--- src/rtl/game_pkg.sv ---
// Shared game constants: occupancy codes, palette indices, palette colours and playfield size.
package game_pkg;

  localparam int GRID_W     = 16;
  localparam int GRID_H     = 16;
  localparam int GRID_CELLS = GRID_W * GRID_H;

  localparam logic [3:0] OCC_NONE        = 4'd0;
  localparam logic [3:0] OCC_PLAYER      = 4'd1;
  localparam logic [3:0] OCC_BOMB        = 4'd2;
  localparam logic [3:0] OCC_ADD_BOMB    = 4'd3;
  localparam logic [3:0] OCC_CEN         = 4'd4;
  localparam logic [3:0] OCC_FIRE_H      = 4'd5;
  localparam logic [3:0] OCC_FIRE_V      = 4'd6;
  localparam logic [3:0] OCC_FIRE_X      = 4'd7;
  localparam logic [3:0] OCC_BRICK       = 4'd8;
  localparam logic [3:0] OCC_WALL        = 4'd9;
  localparam logic [3:0] OCC_PWR_BOMB    = 4'd10;
  localparam logic [3:0] OCC_PWR_FIRE    = 4'd11;
  localparam logic [3:0] OCC_PWR_SPEED   = 4'd12;
  localparam logic [3:0] OCC_ILLEGAL_MIN = 4'd13;

  localparam logic [3:0] PAL_BLACK     = 4'd0;
  localparam logic [3:0] PAL_FLOOR     = 4'd1;
  localparam logic [3:0] PAL_WALL      = 4'd2;
  localparam logic [3:0] PAL_WALL_EDGE = 4'd3;
  localparam logic [3:0] PAL_BRICK     = 4'd4;
  localparam logic [3:0] PAL_BOMB      = 4'd5;
  localparam logic [3:0] PAL_FUSE      = 4'd6;
  localparam logic [3:0] PAL_FIRE      = 4'd7;
  localparam logic [3:0] PAL_PLAYER    = 4'd8;
  localparam logic [3:0] PAL_CENTER    = 4'd9;
  localparam logic [3:0] PAL_ADD       = 4'd10;
  localparam logic [3:0] PAL_PWR       = 4'd11;
  localparam logic [3:0] PAL_SKIN      = 4'd12;

  localparam logic [23:0] PALETTE_RGB [0:15] = '{
    24'h000000, 24'h1E6E1E, 24'h808080, 24'hC0C0C0,
    24'hB04020, 24'h101010, 24'hFF8000, 24'hFFD000,
    24'h2040FF, 24'hFF2000, 24'hFFFFFF, 24'h00C0FF,
    24'hFFC080, 24'h000000, 24'h000000, 24'h000000
  };

  localparam logic [23:0] RGB_MAGENTA   = 24'hFF00FF;
  localparam logic [23:0] RGB_GRID_LINE = 24'h404040;

  typedef enum logic {WAIT_FRAME, RUN} render_state_t;

  function automatic logic [23:0] palette_rgb(input logic [3:0] idx);
    return PALETTE_RGB[idx];
  endfunction

endpackage

--- src/rtl/occ_sprite_rom.sv ---
// 4096x4 sprite ROM: address {code, sub_y, sub_x} to palette index, one registered cycle.
module occ_sprite_rom
  import game_pkg::*;
(
  input  logic        clk,
  input  logic [11:0] addr,
  output logic [3:0]  pal_idx
);

  // Each 16x16 sprite is described procedurally; synthesis folds it into a constant table.
  function automatic logic [3:0] sprite_texel(input logic [3:0] code,
                                              input logic [3:0] sy,
                                              input logic [3:0] sx);
    logic border;
    logic band_x;
    logic band_y;
    logic bomb_body;
    int   cx;
    int   cy;
    cx        = int'(sx) - 8;
    cy        = int'(sy) - 8;
    bomb_body = (cx * cx + cy * cy) < 36;
    border    = (sx == 4'd0) || (sx == 4'd15) || (sy == 4'd0) || (sy == 4'd15);
    band_x    = (sx >= 4'd5) && (sx <= 4'd10);
    band_y    = (sy >= 4'd5) && (sy <= 4'd10);
    case (code)
      OCC_NONE:      sprite_texel = PAL_FLOOR;
      OCC_PLAYER:    sprite_texel = ((sx >= 4'd4) && (sx <= 4'd11) && (sy >= 4'd2) && (sy <= 4'd13))
                                    ? ((sy < 4'd5) ? PAL_SKIN : PAL_PLAYER) : PAL_FLOOR;
      OCC_BOMB:      sprite_texel = bomb_body ? PAL_BOMB
                                    : ((sx == 4'd8) && (sy < 4'd3)) ? PAL_FUSE : PAL_BLACK;
      OCC_ADD_BOMB:  sprite_texel = (sx[0] ^ sy[0]) ? PAL_ADD : PAL_FLOOR;
      OCC_CEN:       sprite_texel = (((sx >= 4'd2) && (sx <= 4'd13)) || ((sy >= 4'd2) && (sy <= 4'd13)))
                                    ? PAL_CENTER : PAL_FIRE;
      OCC_FIRE_H:    sprite_texel = band_y ? PAL_FIRE : PAL_FLOOR;
      OCC_FIRE_V:    sprite_texel = band_x ? PAL_FIRE : PAL_FLOOR;
      OCC_FIRE_X:    sprite_texel = (band_x || band_y) ? PAL_FIRE : PAL_FLOOR;
      OCC_BRICK:     sprite_texel = (sy[1:0] == 2'd0) ? PAL_WALL_EDGE : PAL_BRICK;
      OCC_WALL:      sprite_texel = border ? PAL_WALL_EDGE : PAL_WALL;
      OCC_PWR_BOMB:  sprite_texel = border ? PAL_PWR : PAL_BOMB;
      OCC_PWR_FIRE:  sprite_texel = border ? PAL_PWR : PAL_FIRE;
      OCC_PWR_SPEED: sprite_texel = border ? PAL_PWR : PAL_PLAYER;
      default:       sprite_texel = PAL_BLACK;
    endcase
  endfunction

  always_ff @(posedge clk) begin
    pal_idx <= sprite_texel(addr[11:8], addr[7:4], addr[3:0]);
  end

endmodule

--- src/rtl/occ_tile_renderer.sv ---
// Occupancy grid to RGB renderer: frame snapshot, then coordinate->cell, sprite ROM, palette stages.
// Build macro GRID_LINES_EN overlays tile grid lines (sub_x or sub_y zero) inside the playfield.
module occ_tile_renderer
  import game_pkg::*;
#(
  parameter int          ORIGIN_X  = 192,
  parameter int          ORIGIN_Y  = 112,
  parameter int          TILE_LOG2 = 4,
  parameter logic [23:0] BG_RGB    = 24'h202020
) (
  input  logic        clk,
  input  logic        reset,
  input  logic [3:0]  occ_grid [0:GRID_CELLS-1],
  input  logic        frame_start,
  input  logic        pix_valid,
  input  logic [9:0]  pix_x,
  input  logic [9:0]  pix_y,
  output logic [23:0] rgb_out,
  output logic        rgb_valid,
  output logic        in_field
);

  localparam int FIELD_PX = GRID_W << TILE_LOG2;

  render_state_t state;
  logic [3:0]    snapshot [0:GRID_CELLS-1];

  // Snapshot writes use non-blocking assignment, so a same-cycle stage-1 read sees the old frame.
  always_ff @(posedge clk) begin
    if (reset) begin
      state <= WAIT_FRAME;
      for (int i = 0; i < GRID_CELLS; i++) snapshot[i] <= OCC_NONE;
    end else begin
      case (state)
        WAIT_FRAME: if (frame_start) state <= RUN;
        RUN:        state <= RUN;
        default:    state <= WAIT_FRAME;
      endcase
      if (frame_start) begin
        for (int i = 0; i < GRID_CELLS; i++) snapshot[i] <= occ_grid[i];
      end
    end
  end

  logic [10:0] dx;
  logic [10:0] dy;
  logic        field_hit;
  logic [7:0]  cell_idx;

  // Coordinates left of / above the origin wrap to large values and fail the range test.
  assign dx        = {1'b0, pix_x} - 11'(ORIGIN_X);
  assign dy        = {1'b0, pix_y} - 11'(ORIGIN_Y);
  assign field_hit = (dx < 11'(FIELD_PX)) && (dy < 11'(FIELD_PX)) && (state == RUN);
  assign cell_idx  = {dy[TILE_LOG2 +: 4], dx[TILE_LOG2 +: 4]};

  logic       s1_valid;
  logic       s1_in_field;
  logic [3:0] s1_code;
  logic [3:0] s1_sub_x;
  logic [3:0] s1_sub_y;

  always_ff @(posedge clk) begin
    if (reset) begin
      s1_valid    <= 1'b0;
      s1_in_field <= 1'b0;
      s1_code     <= OCC_NONE;
      s1_sub_x    <= 4'd0;
      s1_sub_y    <= 4'd0;
    end else begin
      s1_valid    <= pix_valid;
      s1_in_field <= field_hit;
      s1_code     <= field_hit ? snapshot[cell_idx] : OCC_NONE;
      s1_sub_x    <= dx[TILE_LOG2-1 -: 4];
      s1_sub_y    <= dy[TILE_LOG2-1 -: 4];
    end
  end

  logic [3:0] s2_pal;

  occ_sprite_rom u_sprite_rom (
    .clk     (clk),
    .addr    ({s1_code, s1_sub_y, s1_sub_x}),
    .pal_idx (s2_pal)
  );

  logic       s2_valid;
  logic       s2_in_field;
  logic [3:0] s2_code;
`ifdef GRID_LINES_EN
  logic       s2_grid_line;
`endif

  always_ff @(posedge clk) begin
    if (reset) begin
      s2_valid     <= 1'b0;
      s2_in_field  <= 1'b0;
      s2_code      <= OCC_NONE;
`ifdef GRID_LINES_EN
      s2_grid_line <= 1'b0;
`endif
    end else begin
      s2_valid     <= s1_valid;
      s2_in_field  <= s1_in_field;
      s2_code      <= s1_code;
`ifdef GRID_LINES_EN
      s2_grid_line <= (s1_sub_x == 4'd0) || (s1_sub_y == 4'd0);
`endif
    end
  end

  logic [23:0] pixel_rgb;

  // Illegal codes paint the whole tile magenta, ahead of any overlay or sprite colour.
  always_comb begin
    pixel_rgb = BG_RGB;
    if (s2_in_field) begin
      if (s2_code >= OCC_ILLEGAL_MIN) pixel_rgb = RGB_MAGENTA;
`ifdef GRID_LINES_EN
      else if (s2_grid_line)          pixel_rgb = RGB_GRID_LINE;
`endif
      else                            pixel_rgb = palette_rgb(s2_pal);
    end
  end

  always_ff @(posedge clk) begin
    if (reset) begin
      rgb_out   <= BG_RGB;
      rgb_valid <= 1'b0;
      in_field  <= 1'b0;
    end else begin
      rgb_valid <= s2_valid;
      if (s2_valid) begin
        rgb_out  <= pixel_rgb;
        in_field <= s2_in_field;
      end
    end
  end

endmodule

--- config.mk ---
export PLATFORM = sky130hd
export DESIGN_NAME = occ_tile_renderer
export DESIGN_NICKNAME = d
export VERILOG_FILES = /design/src/rtl/game_pkg.sv /design/src/rtl/occ_sprite_rom.sv /design/src/rtl/occ_tile_renderer.sv
export SDC_FILE = /design/constraint.sdc
export NUM_CORES = 1
export LEC_CHECK = 0
export CAP_MARGIN = 20
export CORE_AREA = 4 4 417 419
export DETAILED_ROUTE_END_ITERATION = 6
export DIE_AREA = 0 0 421 423
export MAX_ROUTING_LAYER = met4
export SYNTH_ARGS = -nofsm -noshare
export SYNTH_HDL_FRONTEND = slang
export SYNTH_SLANG_ARGS = --single-unit
--- constraint.sdc ---
create_clock -name clk -period 19.4 [get_ports clk]
set_input_delay 2.91 -clock clk [delete_from_list [all_inputs] [get_ports clk]]
set_output_delay 2.91 -clock clk [all_outputs]
set_load 0.02 [all_outputs]
==> metrics.md, run 1 <==
| Metric | Value |
|---|---|
| Min-Delay Path Class | register to register |
| Core area | 170600 um^2 |
| Synth unique cells | 77 |
| Synth Area in Compound Gates | 3.503% |
| Post-Synth XOR/XNOR Area | 0.2085% |
| Setup violators final | 0 |
| Crit path max-delay family | adder cells |
| Antenna violations before repair | 75 |
| Final GP Congestion | 0.9174 |
| Remaining antenna violation count | 0 |
| Post-Synthesis Cells | 3348 |
| Vias in the first global route | 33320 |
| Post-synthesis mux area share | 12.13% |
| CP max-delay cell | fa_1 |
| Final Skew | between 60 and 70 ps |
| WL/cell | around 29 um |
| Residual DRC | 0 |
| Ports | 1074 |
| Die area | 178100 um^2 |
| Syn-to-layout area delta | 33.37% |
| Setup_tns | 0 ps |
| Pwr Density | 91.30 nW/um^2 |
| Net Count, Synth | ~4500 |
| Fin crit period | approximately 7600 ps |
| Non-Filler Instances | 6752 |
| DP Cell Count | 6474 |
| Ys Warns | 0 |
| Routed vias | 32590 |
| Largest stage delay, worst path | 610 ps |
| Worst Setup End Kind | register |
| Num CTS Buffers | 119 |
| RSZ-0062 raised after global routing | false |
| Crit share post-route | 39.31% |
| Final nets | 5496 |
| Fill count | 15910 |
| Skew-Pair Late Insertion Delay | 770 ps |
| CTS Sinks | 1069 |
| Critical path class | register to register |
| Synth Area in Simple Gates | 15.35% |
| H-tree depth | 3 |
| Sequential share of the synthesized area | 62.80% |
| FP Rows | roughly 150 |
| Lkg Pwr | around 25 nW |
| Number of gates resized after cts | 0 |
| Clock-pin slew on the worst setup and hold paths | 70 ps |
| Fin. max-slew vios | 0 |
| Peak Freq | 131.1 MHz |
| Crit path max fanout | 9 |
| Avg Cell Area, Syn | 15.05 um^2 |
| Largest family of logic cells by synthesized area | simple AND/OR/NAND/NOR gates |
| Maximum Capacitance Violations | 0 |
| Final hold vios | 0 |
| Critical Path Start | s1_sub_x[3] |
| Iter 0 DRT Violations | 3199 |
| Reg-to-Reg Start | s1_sub_x[3] |
| First-pass iteration count of the detailed router | 7 |
| First-pass GRT wire length | 261800 um |
| Status | completed |
| Largest net degree at the start of global routing | 204 |
| Post-DP HPWL | 146000 um |
| Most Frequent Cell on Critical Path | fa_1 |
| Setup crit start kind | register |
| Synthesized flop and latch total | roughly 1100 |
| Hold Path Origin | s1_valid |
| Cell Area, Synth | 50400 um^2 |
| DIE WIDTH | 421 um |
| Hold-fix buffers, CTS | 0 |
| Final WS setup | about 12000 ps |
| Max_slew headroom | 17.09% |
| CP arrival | 8270 ps |
| Req. time, crit path | 20050 ps |
| Ys flop type | edfxtp_1 |
| Die H | roughly 420 um |
| Crit path buf inv count | 3 |
| Via/cell ratio | 4.826 |
| Overall power | 6.137 mW |
| Post-Synth Adder-Cell Area | 2.661% |
| Final wirelength | 193600 um |
| All-Layer GR Usage | a little over a fifth |
| Dpl cell area | 63050 um^2 |
| Clk root buf | clkbuf_16 |
| Starting Density | 29.55% |
| Peak supply drop | 0.07638 mV |
| Tightest Pin Transition | 1241 ps |
| EDFF count, synth | 1024 |
| Worst slack, placed | 11180 ps |
| Fin area | 67220 um^2 |
| Gr ovfl total | 0 |
| CTS tree | yes |
| Max clock buf depth | 3 |
| IO buf count | 1073 |
| Layout cell share with drive strength beyond 1 | a little over a tenth |
| Async S/R FF share, synth | 0% |
| Setup Fix Bufs, Post-CTS | 0 |
path summary, 6_finish.rpt:
kind | cells past startpoint | to | slack, ps
max reg2reg | 25 | u_sprite_rom.pal_idx[1] | 11770
min | 1 | s2_valid | 440
max | 25 | u_sprite_rom.pal_idx[1] | 11770
min reg2reg | 1 | s2_valid | 440
placed cells by master, fill, tap and decap left out, types with 9 or more instances in the layout:
cell type	count
o22ai_1	52
mux4_2	197
nor4_1	9
clkdlybuf4s50_1	1068
o21ai_0	26
ha_1	48
buf_4	42
nand2_1	65
clkbuf_16	120
fa_1	37
and2_1	531
nor2b_1	529
a31oi_1	15
nor3_1	16
clkinv_2	19
inv_1	84
nand3_1	16
clkbuf_1	20
mux2_2	15
edfxtp_1	1024
bufinv_16	14
a21oi_1	30
mux4_1	20
clkinv_1	28
diode_2	55
mux2i_1	98
a22oi_1	30
a211oi_1	22
nor2_1	56
nand2b_1	23
dfxtp_1	45
state kept, by name, indices dropped and copies added, names as in the netlist:
| name | flops |
|---|---|
| s2_in_field | 1 |
| s2_valid | 1 |
| rgb_out | 18 |
| s2_code | 4 |
| state | 1 |
| rgb_valid | 1 |
| s1_sub_x | 4 |
| s1_code | 4 |
| s1_in_field | 1 |
| s1_sub_y | 4 |
| s1_valid | 1 |
| in_field | 1 |
| u_sprite_rom.pal_idx | 4 |
| snapshot | 1024 |
area by class of cell:
cell class | count | area, um^2 | share of cell area, %
multi-input combinational | 1966 | 17120 | 25.47
clock inverter | 78 | 868.3 | 1.292
sequential | 1069 | 31650 | 47.08
inverter | 85 | 321.6 | 0.4784
tap | 2233 | 2794 | 4.156
clock buffer | 144 | 3133 | 4.661
antenna | 55 | 137.6 | 0.2047
timing repair buffer | 1122 | 11190 | 16.65
worst reg2reg max path, cell delays in order (launching register included):
cell	delay [ps]
dfxtp_1	540
inv_1	230
nand2_1	190
inv_1	100
ha_1	300
xnor2_1	270
fa_1	480
fa_1	480
fa_1	520
fa_1	610
inv_1	60
ha_1	280
a211oi_1	260
nor2_1	120
a31o_2	280
a31oi_1	220
o21bai_1	90
a21o_1	210
fa_1	440
and4bb_1	270
o21ai_0	80
nor4_1	260
o311ai_1	150
or4_1	560
o31a_1	300
a31o_2	260
metrics by stage:
stage / utilization, % / hold WS, ps
2_1_floorplan: - / 413.8
3_3_place_gp: 36.92 / 419.9
3_5_place_dp: 36.96 / 426.4
4_1_cts: 39.31 / 437.6
5_1_grt: 39.40 / 461.1
6_report: 39.40 / 437.1
kinds of logic after synthesis:
family                   after synthesis
AO/OA/AOI/OAI                        253
XOR/XNOR                              12
adder cells (fa/ha/maj)               85
buffers and inverters                313
flip-flops                          1069
multiplexers                         330
AND/OR/NAND/NOR                     1286
synthesized netlist by cell type (all sizes together), types with 4 or more instances:
cell type | instances | area [um^2]
buf | 80 | 784.5
a211o | 5 | 43.79
xnor2 | 4 | 35.03
nor2b | 531 | 3322
a22oi | 30 | 225.2
o22ai | 52 | 325.3
nand2 | 66 | 250.2
or2 | 9 | 56.30
mux2 | 15 | 168.9
and2 | 532 | 3328
o32a | 4 | 40.04
edfxtp | 1024 | 30750
nor2 | 58 | 217.7
a31oi | 15 | 93.84
o21ai | 28 | 140.1
a211oi | 22 | 165.2
or3 | 4 | 25.02
mux2i | 98 | 980.9
fa | 37 | 740.7
dfxtp | 45 | 900.9
xor2 | 8 | 70.07
mux4 | 217 | 4962
a2111oi | 11 | 96.34
a21oi | 30 | 150.1
nand2b | 23 | 143.9
ha | 48 | 600.6
nand3 | 17 | 90.09
nor3 | 16 | 80.08
a21o | 5 | 37.54
a31o | 6 | 52.56
inv | 85 | 319.1
clkbuf | 148 | 588.1
a221oi | 6 | 58.80
o211ai | 8 | 60.06
nor4 | 9 | 56.30
layer usage:
layer | wire length (um) | vias up | global-route usage, %
li1 | - | 14420 | -
met1 | 77230 | 16700 | 26.24
met2 | 100700 | 1222 | 37.00
met3 | 10490 | 241 | 3.931
met4 | 5209 | 0 | 6.285
met5 | 0 | - | -
power by group:
part | switching (mW) | internal, mW | total (mW)
Clock | 0.972 | 1.34 | 2.31
Combinational | 0.503 | 0.509 | 1.01
Sequential | 0.0724 | 2.74 | 2.81
Power figures use the tool's default switching activity.
==> inputs of run 2 (changes only) <==
Clock period 19.4 ns to 7.87 ns, I/O delays scaled along.
==> metrics.md, run 2 (synthesized netlist as in run 1, its figures left out) <==
| Metric | Value |
|---|---|
| Status | completed (unchanged) |
| Maximum Capacitance Violations | 0 (unchanged) |
| Clk root buf | clkbuf_16 (unchanged) |
| Fin crit period | 7378 ps (was 7626 ps) |
| Core area | 170600 um^2 (unchanged) |
| Peak supply drop | 0.1791 mV (was 0.07638 mV) |
| Die area | 178100 um^2 (unchanged) |
| NetSw | 3.788 mW (was 1.548 mW) |
| Overall power | 14.74 mW (was 6.137 mW) |
| Max clock buf depth | 3 (unchanged) |
| Largest stage delay, worst path | 610 ps (about the same) |
| Fin. max-slew vios | 0 (unchanged) |
| All-Layer GR Usage | 21.28% (was 21.65%) |
| Final nets | 5508 (was 5496) |
| Residual DRC | 0 (unchanged) |
| RSZ-0062 raised after global routing | false (unchanged) |
| Iter 0 DRT Violations | 3289 (was 3199) |
| Comb power frac | 16.9% (was 16.5%) |
| Final WS setup | 492.4 ps (was 11770 ps) |
| Crit path max fanout | 5 (was 9) |
| Peak Freq | 135.5 MHz (was 131.1 MHz) |
| Worst slack, placed | 574.0 ps (was 11180 ps) |
| Antenna violations before repair | 80 (was 75) |
| Req. time, crit path | 8520 ps (was 20050 ps) |
| Biggest register | snapshot (unchanged) |
| Pwr Density | 220.0 nW/um^2 (was 91.30 nW/um^2) |
| Critical path class | register to register (unchanged) |
| Clock-pin slew on the worst setup and hold paths | 60 ps (was 70 ps) |
| WL/cell | 28.15 um (was 28.67 um) |
| IO buf count | 1073 (unchanged) |
| FP Rows | 152 (unchanged) |
| Final wirelength | 190500 um (was 193600 um) |
| Num CTS Buffers | 119 (unchanged) |
| Ports | 1074 (unchanged) |
| Largest net degree at the start of global routing | 206 (was 204) |
| Max FFs per register | 1024 (unchanged) |
| Reg area | 31650 um^2 (unchanged) |
| Vias in the first global route | 33130 (was 33320) |
| Fill count | 15950 (was 15910) |
| Setup crit start kind | register (unchanged) |
| Pint | 10.96 mW (was 4.589 mW) |
| Finished Core Util | 39.29% (was 39.40%) |
| Share of power burned in registers | 46.8% (was 45.8%) |
| Max_slew headroom | 14.86% (was 17.09%) |
| Final hold vios | 0 (unchanged) |
| Crit path max-delay family | adder cells (unchanged) |
| Gr ovfl total | 0 (unchanged) |
| Crit share post-route | 93.74% (was 39.31%) |
| Clock Power Share | 36.3% (was 37.7%) |
| Lkg Pwr | 24.41 nW (was 24.51 nW) |
| Die H | 423 um (unchanged) |
| CTS tree | yes (unchanged) |
| Multi-input logic area | 17110 um^2 (was 17120 um^2) |
| First-pass iteration count of the detailed router | 6 (was 7) |
| Most frequent cells in the layout | 1068 x clkdlybuf4s50_1, 1024 x edfxtp_1, 531 x and2_1 (unchanged) |
| Sw Ratio | 25.69% (was 25.22%) |
| Routed vias | 32610 (was 32590) |
| Via/cell ratio | 4.818 (was 4.826) |
| Most Frequent Cell on Critical Path | fa_1 (unchanged) |
| Biggest regs | snapshot x1024, rgb_out x18 (unchanged) |
| Skew-Pair Late Insertion Delay | 780 ps (was 770 ps) |
| CP arrival | 8030 ps (was 8270 ps) |
| Non-Filler Instances | 6767 (was 6752) |
| Final GP Congestion | 0.8965 (was 0.9174) |
| Post-DP HPWL | 142900 um (was 146000 um) |
| Most common cell after layout, fill and taps aside | clkdlybuf4s50_1 (unchanged) |
| Min-Delay Path Class | register to register (unchanged) |
| Number of gates resized after cts | 0 (unchanged) |
| Starting Density | 29.55% (unchanged) |
| CTS Sinks | 1069 (unchanged) |
| DP Cell Count | 6487 (was 6474) |
| Worst Setup End Kind | register (unchanged) |
| H-tree depth | 3 (unchanged) |
| DIE WIDTH | 421 um (unchanged) |
| First-pass GRT wire length | 257400 um (was 261800 um) |
| Syn-to-layout area delta | 32.99% (was 33.37%) |
| Setup Fix Bufs, Post-CTS | 0 (unchanged) |
| Setup_tns | 0 ps (unchanged) |
| Hold-fix buffers, CTS | 0 (unchanged) |
| Layout cell share with drive strength beyond 1 | 10.31% (was 10.46%) |
| Remaining antenna violation count | 0 (unchanged) |
| Crit path buf inv count | 2 (was 3) |
| Final Skew | 39.09 ps (was 62.76 ps) |
| Tightest Pin Transition | 1277 ps (was 1241 ps) |
| Setup violators final | 0 (unchanged) |
| CP max-delay cell | fa_1 (unchanged) |
| Worst path cell trace | xor2_1 > and2_1 > ha_1 > fa_1 > inv_1 > fa_1 > fa_1 > fa_1 > inv_1 > ha_1 > a211oi_1 > nor2_1 > a31o_2 > a31oi_1 > o21bai_1 > a21o_1 > fa_1 > and4bb_1 > o21ai_0 > nor4_1 > o311ai_1 > or4_1 > o31a_1 > a31o_2 |
## run 2: through the flow
| stage | hold WS, ps | instance area, um^2 |
|---|---|---|
| floorplan | 413.8 | 50440 |
| global placement | 437.9 | 63190 |
| detailed placement | 436.3 | 63220 |
| CTS | 441.9 | 66870 |
| global route | 464.6 | 67000 |
| finish | 440.1 | 67030 |
## run 2: power groups by stage
stage / Combinational [mW] / Clock [mW] / Sequential [mW]
after detailed placement: 2.52 / 0 / 7.01
after floorplan: 1.41 / 0 / 7.00
after global placement: 2.49 / 0 / 7.00
after CTS: 2.54 / 5.48 / 6.90
after global routing: 2.71 / 5.71 / 6.94
final: 2.49 / 5.35 / 6.91
## run 2: routing by layer
layer  vias up  share of wire, %  track usage, %
li1      14440                 -               -
met1     16700                40           25.94
met2      1225                52           35.87
met3       236               6.0           3.859
met4         0               2.8           6.878
met5         -                 0               -
## run 2: final cells by class
class	instances	share of cell area [%]
Clock buffer	150	4.616
Sequential cell	1069	47.22
Multi-Input combinational cell	1966	25.53
Inverter	85	0.4797
Timing Repair Buffer	1134	16.92
Tap cell	2233	4.168
Antenna cell	64	0.2389
Clock inverter	66	0.8306
## run 2: worst register-to-register path: cells and delay by family (launching register included)
family / cells / cell delay, ps
buffers and inverters: 2 / 110
flip-flops: 1 / 350
XOR/XNOR: 1 / 260
AND/OR/NAND/NOR: 5 / 1530
AO/OA/AOI/OAI: 9 / 1880
adder cells (fa/ha/maj): 7 / 3140
## run 2: final timing paths
kind                             end  slack [ps]   startpoint  cells past startpoint
max          u_sprite_rom.pal_idx[1]         490  s1_sub_y[1]                     24
max reg2reg  u_sprite_rom.pal_idx[1]         490  s1_sub_y[1]                     24
min reg2reg                 s2_valid         440     s1_valid                      1
min                         s2_valid         440     s1_valid                      1
